## src/rtl/chunked_reduce_condense.sv

```systemverilog
// Sequential AND/OR/XOR/NOR condenser: folds an N-bit vector CHUNK bits per cycle
// behind valid/ready handshakes, reporting the result, ones-count and chunks consumed.
module chunked_reduce_condense #(
  parameter int N          = 32,
  parameter int CHUNK      = 8,
  parameter bit EARLY_EXIT = 1'b1
) (
  input  logic                                 clk,
  input  logic                                 rst_n,
  input  logic                                 in_valid,
  output logic                                 in_ready,
  input  logic [N-1:0]                         in_vec,
  input  logic [1:0]                           in_mode,
  output logic                                 out_valid,
  input  logic                                 out_ready,
  output logic                                 out_result,
  output logic [$clog2(N+1)-1:0]               out_count,
  output logic [$clog2((N/CHUNK)+1)-1:0]       out_chunks,
  output logic                                 out_early
);

  localparam int NUM_CHUNKS = N / CHUNK;
  localparam int CW = $clog2(N + 1);
  localparam int KW = $clog2(NUM_CHUNKS + 1);
  localparam int IW = (NUM_CHUNKS > 1) ? $clog2(NUM_CHUNKS) : 1;

  localparam logic [1:0] ST_IDLE = 2'd0;
  localparam logic [1:0] ST_RUN  = 2'd1;
  localparam logic [1:0] ST_DONE = 2'd2;

  localparam logic [1:0] MODE_AND = 2'b00;
  localparam logic [1:0] MODE_OR  = 2'b01;
  localparam logic [1:0] MODE_XOR = 2'b10;
  localparam logic [1:0] MODE_NOR = 2'b11;

  logic [1:0]    state_q, state_d;
  logic [N-1:0]  vec_q, vec_d;
  logic [1:0]    mode_q, mode_d;
  logic          acc_q, acc_d;
  logic [CW-1:0] count_q, count_d;
  logic [IW-1:0] idx_q, idx_d;
  logic          in_ready_q, in_ready_d;
  logic          out_valid_q, out_valid_d;
  logic          out_result_q, out_result_d;
  logic [CW-1:0] out_count_q, out_count_d;
  logic [KW-1:0] out_chunks_q, out_chunks_d;
  logic          out_early_q, out_early_d;

  function automatic logic [CW-1:0] popcount(input logic [CHUNK-1:0] x);
    logic [CW-1:0] c;
    c = '0;
    for (int i = 0; i < CHUNK; i++) c = c + CW'(x[i]);
    return c;
  endfunction

  logic [CHUNK-1:0] chunk_arr [NUM_CHUNKS];
  for (genvar gi = 0; gi < NUM_CHUNKS; gi++) begin : g_chunk
    assign chunk_arr[gi] = vec_q[gi*CHUNK +: CHUNK];
  end

  logic [CHUNK-1:0] cur_chunk;
  logic             red_and, red_or, red_xor;
  logic             acc_fold, last_chunk, early_hit;
  logic [CW-1:0]    count_sum;

  assign cur_chunk  = chunk_arr[idx_q];
  assign red_and    = &cur_chunk;
  assign red_or     = |cur_chunk;
  assign red_xor    = ^cur_chunk;
  assign count_sum  = count_q + popcount(cur_chunk);
  assign last_chunk = (idx_q == IW'(NUM_CHUNKS - 1));

  // NOR accumulates as OR; the inversion happens only when the result is loaded.
  always_comb begin
    acc_fold = acc_q;
    case (mode_q)
      MODE_AND: acc_fold = acc_q & red_and;
      MODE_XOR: acc_fold = acc_q ^ red_xor;
      default:  acc_fold = acc_q | red_or;
    endcase
  end

  assign early_hit = EARLY_EXIT &&
                     (((mode_q == MODE_AND) && !red_and) ||
                      (((mode_q == MODE_OR) || (mode_q == MODE_NOR)) && red_or));

  always_comb begin
    state_d      = state_q;
    vec_d        = vec_q;
    mode_d       = mode_q;
    acc_d        = acc_q;
    count_d      = count_q;
    idx_d        = idx_q;
    in_ready_d   = in_ready_q;
    out_valid_d  = out_valid_q;
    out_result_d = out_result_q;
    out_count_d  = out_count_q;
    out_chunks_d = out_chunks_q;
    out_early_d  = out_early_q;
    case (state_q)
      ST_IDLE: begin
        if (in_valid) begin
          vec_d      = in_vec;
          mode_d     = in_mode;
          idx_d      = '0;
          count_d    = '0;
          acc_d      = (in_mode == MODE_AND);
          in_ready_d = 1'b0;
          state_d    = ST_RUN;
        end
      end
      ST_RUN: begin
        acc_d   = acc_fold;
        count_d = count_sum;
        idx_d   = idx_q + IW'(1);
        if (last_chunk || early_hit) begin
          state_d      = ST_DONE;
          out_valid_d  = 1'b1;
          out_result_d = (mode_q == MODE_NOR) ? ~acc_fold : acc_fold;
          out_count_d  = count_sum;
          out_chunks_d = KW'(idx_q) + KW'(1);
          out_early_d  = !last_chunk;
        end
      end
      ST_DONE: begin
        if (out_ready) begin
          state_d     = ST_IDLE;
          out_valid_d = 1'b0;
          in_ready_d  = 1'b1;
        end
      end
      default: begin
        state_d     = ST_IDLE;
        out_valid_d = 1'b0;
        in_ready_d  = 1'b1;
      end
    endcase
  end

  always_ff @(posedge clk) begin
    if (!rst_n) begin
      state_q      <= ST_IDLE;
      vec_q        <= '0;
      mode_q       <= MODE_AND;
      acc_q        <= 1'b0;
      count_q      <= '0;
      idx_q        <= '0;
      in_ready_q   <= 1'b1;
      out_valid_q  <= 1'b0;
      out_result_q <= 1'b0;
      out_count_q  <= '0;
      out_chunks_q <= '0;
      out_early_q  <= 1'b0;
    end else begin
      state_q      <= state_d;
      vec_q        <= vec_d;
      mode_q       <= mode_d;
      acc_q        <= acc_d;
      count_q      <= count_d;
      idx_q        <= idx_d;
      in_ready_q   <= in_ready_d;
      out_valid_q  <= out_valid_d;
      out_result_q <= out_result_d;
      out_count_q  <= out_count_d;
      out_chunks_q <= out_chunks_d;
      out_early_q  <= out_early_d;
    end
  end

  assign in_ready   = in_ready_q;
  assign out_valid  = out_valid_q;
  assign out_result = out_result_q;
  assign out_count  = out_count_q;
  assign out_chunks = out_chunks_q;
  assign out_early  = out_early_q;

endmodule

```

## config.mk

```make
export PLATFORM = sky130hd
export DESIGN_NAME = chunked_reduce_condense
export DESIGN_NICKNAME = d
export VERILOG_FILES = /design/src/rtl/chunked_reduce_condense.sv
export SDC_FILE = /design/constraint.sdc
export NUM_CORES = 1
export LEC_CHECK = 0
export CAP_MARGIN = 20
export CORE_ASPECT_RATIO = 0.75
export CORE_MARGIN = 2
export CORE_UTILIZATION = 56
export CTS_CLUSTER_SIZE = 28
export DETAILED_ROUTE_END_ITERATION = 10
export PLACE_DENSITY = 0.85
export SLEW_MARGIN = 20
export SYNTH_ARGS = -nofsm -noshare
export SYNTH_HDL_FRONTEND = slang
export SYNTH_SLANG_ARGS = --single-unit
```

## constraint.sdc

```tcl
create_clock -name clk -period 7.7 [get_ports clk]
set_input_delay 1.155 -clock clk [delete_from_list [all_inputs] [get_ports clk]]
set_output_delay 1.155 -clock clk [all_outputs]
set_load 0.005 [all_outputs]
```

==> metrics <==
GPL Wtd Cong=0.943; total power=778 uW; Worst-path clk slew=~70 ps; WL final=between 6 and 7 mm; mux contribution to synthesized area=7.28%; Synth Area in XOR/XNOR=under 10%; leakage=0.00134 uW; Placed Cells=420; post-synth cell types=35; initial drt markers=162; Gate Count Post-Synth=327; post-synthesis compound-gate area fraction=between 10% and 20%; FF-to-FF path depth=16; Area Overhead vs Synth=26.6%; commonest non-fill, non-tap cell in the layout=nand2_1; Max stage delay on crit path=680 ps; peak supply drop=about 0.14 mV; adder-cell area share of the yosys netlist=10.4%; starting density of the core=57.4%; Setup CP Type=reg -> reg; multi-input logic area=0.00146 sq mm; Post-Synth Simple-Gate Area=18.7%; PwrDens=approximately 220 mW/mm^2; worst slack at placement=approximately 3300 ps; global route total overflow=0; Port Buf Inserts=50; Post-Place Cell Area=0.00328 sq mm; antenna violations before repair=0; Slew Viols, Final=0; worst relative slew slack=a little over two fifths; CTS Buffer Depth=2; Max Clock Freq=229 MHz; Seq/Total Area, Yosys=between 40% and 50%; flops & latches, synth=between 50 and 60; layout cells sized above 1=7.45%; CP max FO=12; via count=2,365; delay-heaviest family, CP=adder cells; Final nets=430; clk_lat worst skew=340 ps; Worst-Margin Slew=869 ps; Syn Std Cell Area=0.00277 sq mm; status=completed; cts repair resizes=0; Avg Inst Size Synth=~8.5 sq um; Finished Cell Area=0.00350 sq mm; asr flop ratio synth=0%; Num CTS Buffers=9; Final ANT Viol Nets=0; hold buffer count at cts=0; Setup-failing EPs final=0; Max-Cap Viols=0; RSZ-0062 raised after global routing=false; CP arrival=between 4000 and 5000 ps; most frequent cells in the layout=nand2_1 (89), dfxtp_1 (58), a21oi_1 (51), clkdlybuf4s50_1 (50), inv_1 (20); CTS Root Cell=clkbuf_8; CP Capture Type=flop; IO Count=51; Post-CTS Setup Inserts=0; first-pass GRT wire length=10.3 mm; WP data required=7890 ps; hold endpoint=vec_q[9]; WHS Path Cells=2; antenna cells=0; Std-Cell Core Area=0.00482 sq mm; min-delay src=vec_q[9]; Final min period=4370 ps; clk_skew=approximately 9.9 ps; worst path cell trace=mux4_2 -> inv_1 -> fa_1 -> inv_1 -> fa_1 -> inv_1 -> fa_1 -> inv_1 -> fa_1 -> inv_1 -> fa_1 -> nand2b_1 -> a21boi_0 -> or3_1 -> nand3_1 -> a21oi_1; gr usage total=24.1%; non-filler instance count after layout=roughly 440; CP Buf/Inv Count=5; Tcrit/Tclk final=a little under three fifths; register area=0.00116 sq mm; DIE WIDTH=approximately 85 um; Die ar.=about 0.0055 sq mm; H-tree levels=3; combinational family with the most area after synthesis=simple AND/OR/NAND/NOR gates; largest net degree at the start of global routing=55; final hold viol count=0; DR DRC count=0; number of flops mapped to enable cells by yosys=0; clk sinks=58; Crit Reg-Reg Startpoint=idx_q[0]; startpoint types=flop; r2r setup slk=3330 ps; via-per-instance ratio=~5.4; wire per inst=13.9 um; prevailing post-synth register cell=dfxtp_1; worst setup slack after layout=3330 ps; HP Class=reg -> reg; Setup Total Neg Slack=0 ps; Initial DRT Pass Iterations=4; vias in the first global route=around 2,300; Critical-path top delay cell=dfxtp_1; Mapped Nets=385; row cnt=22; Worst R2R End=out_count[4]; FILL cells=approximately 340; CTS tree=yes; DP Wirelength=approximately 4.2 mm; DIE HEIGHT=64.9 um; number of warnings issued by yosys=0
-- logic make-up (layout without fill, tap and decap cells) --
family	after synthesis	after routing
and+or+nand+nor	123	123
adders and majority gates	20	20
buffers and inverters	39	88
AOI/OAI and AO/OA	70	70
muxes	10	10
xor gates and xnor gates	7	7
DFF	58	58
-- Yosys cell counts (2+ instances only) --
library cell,count,area (sq um)
nand2_1,89,334
dfxtp_1,58,1160
a21oi_1,51,255
inv_1,20,75.1
ha_1,15,188
clkbuf_1,14,52.6
nand3_1,14,70.1
mux4_2,8,180
nor2_1,8,30.0
o21ai_0,6,30.0
xnor2_1,6,52.6
fa_1,5,100
a211oi_1,4,30.0
buf_2,4,20.0
or3_1,3,18.8
nand2b_1,2,12.5
nand4_1,2,12.5
-- registers in the layout, indices dropped and copies added, names as in the netlist --
| name | cells |
|---|---|
| acc_q | 1 |
| count_q | 6 |
| idx_q | 2 |
| in_ready | 1 |
| mode_q | 2 |
| out_chunks | 3 |
| out_count | 6 |
| out_early | 1 |
| out_result | 1 |
| out_valid | 1 |
| state_q | 2 |
| vec_q | 32 |
-- worst max-delay path by stage --
stage / start / to / slack [ps] / cells past startpoint
after CTS: idx_q[0] / out_count[4] / 3290 / 16
after global routing: idx_q[0] / out_count[4] / 3000 / 16
final: idx_q[0] / out_count[4] / 3330 / 16
after floorplan: idx_q[1] / count_q[4] / 3600 / 17
after detailed placement: idx_q[0] / out_count[4] / 3280 / 16
after global placement: idx_q[0] / out_count[4] / 3400 / 16
-- report_power, final --
group          leakage [uW]  internal [uW]  switching, uW  total, uW
clock network      0.000106            174            116        290
logic              0.000762           73.4           79.3        153
registers          0.000474            320           14.7        335
total               0.00134            567            210        778
-- through the flow --
| stage | utilization, % | hold WS, ps |
|---|---|---|
| global route | 72.7 | 478 |
| detailed placement | 68.2 | 448 |
| CTS | 72.4 | 457 |
| global placement | 68.2 | 442 |
| finish | 72.7 | 456 |
| floorplan | - | 433 |
-- metal layers --
| metal | global-route usage [%] | wire length, um | up-vias |
|---|---|---|---|
| met5 | 0 | 0 | - |
| met4 | 7.74 | 84 | 0 |
| met3 | 8.66 | 340 | 9 |
| met2 | 36.9 | 2830 | 60 |
| met1 | 31.9 | 2820 | 1110 |
| li1 | - | - | 1186 |
-- worst min-delay path: cells and delay by family, from the launching register on --
family / cells / cell delay, ps
and+or+nand+nor: 1 / 50
DFF: 1 / 310
AOI/OAI and AO/OA: 1 / 50
-- area by class of cell --
class | instances | share of cell area, %
clock buffers | 13 | 4.82
clock inverters | 2 | 1.00
inverters | 21 | 2.25
multi-input cells | 230 | 41.7
flip-flops and latches | 58 | 33.2
well taps | 60 | 2.14
repair buffers | 52 | 14.9
Note: power is estimated with default switching activity, not from simulation.
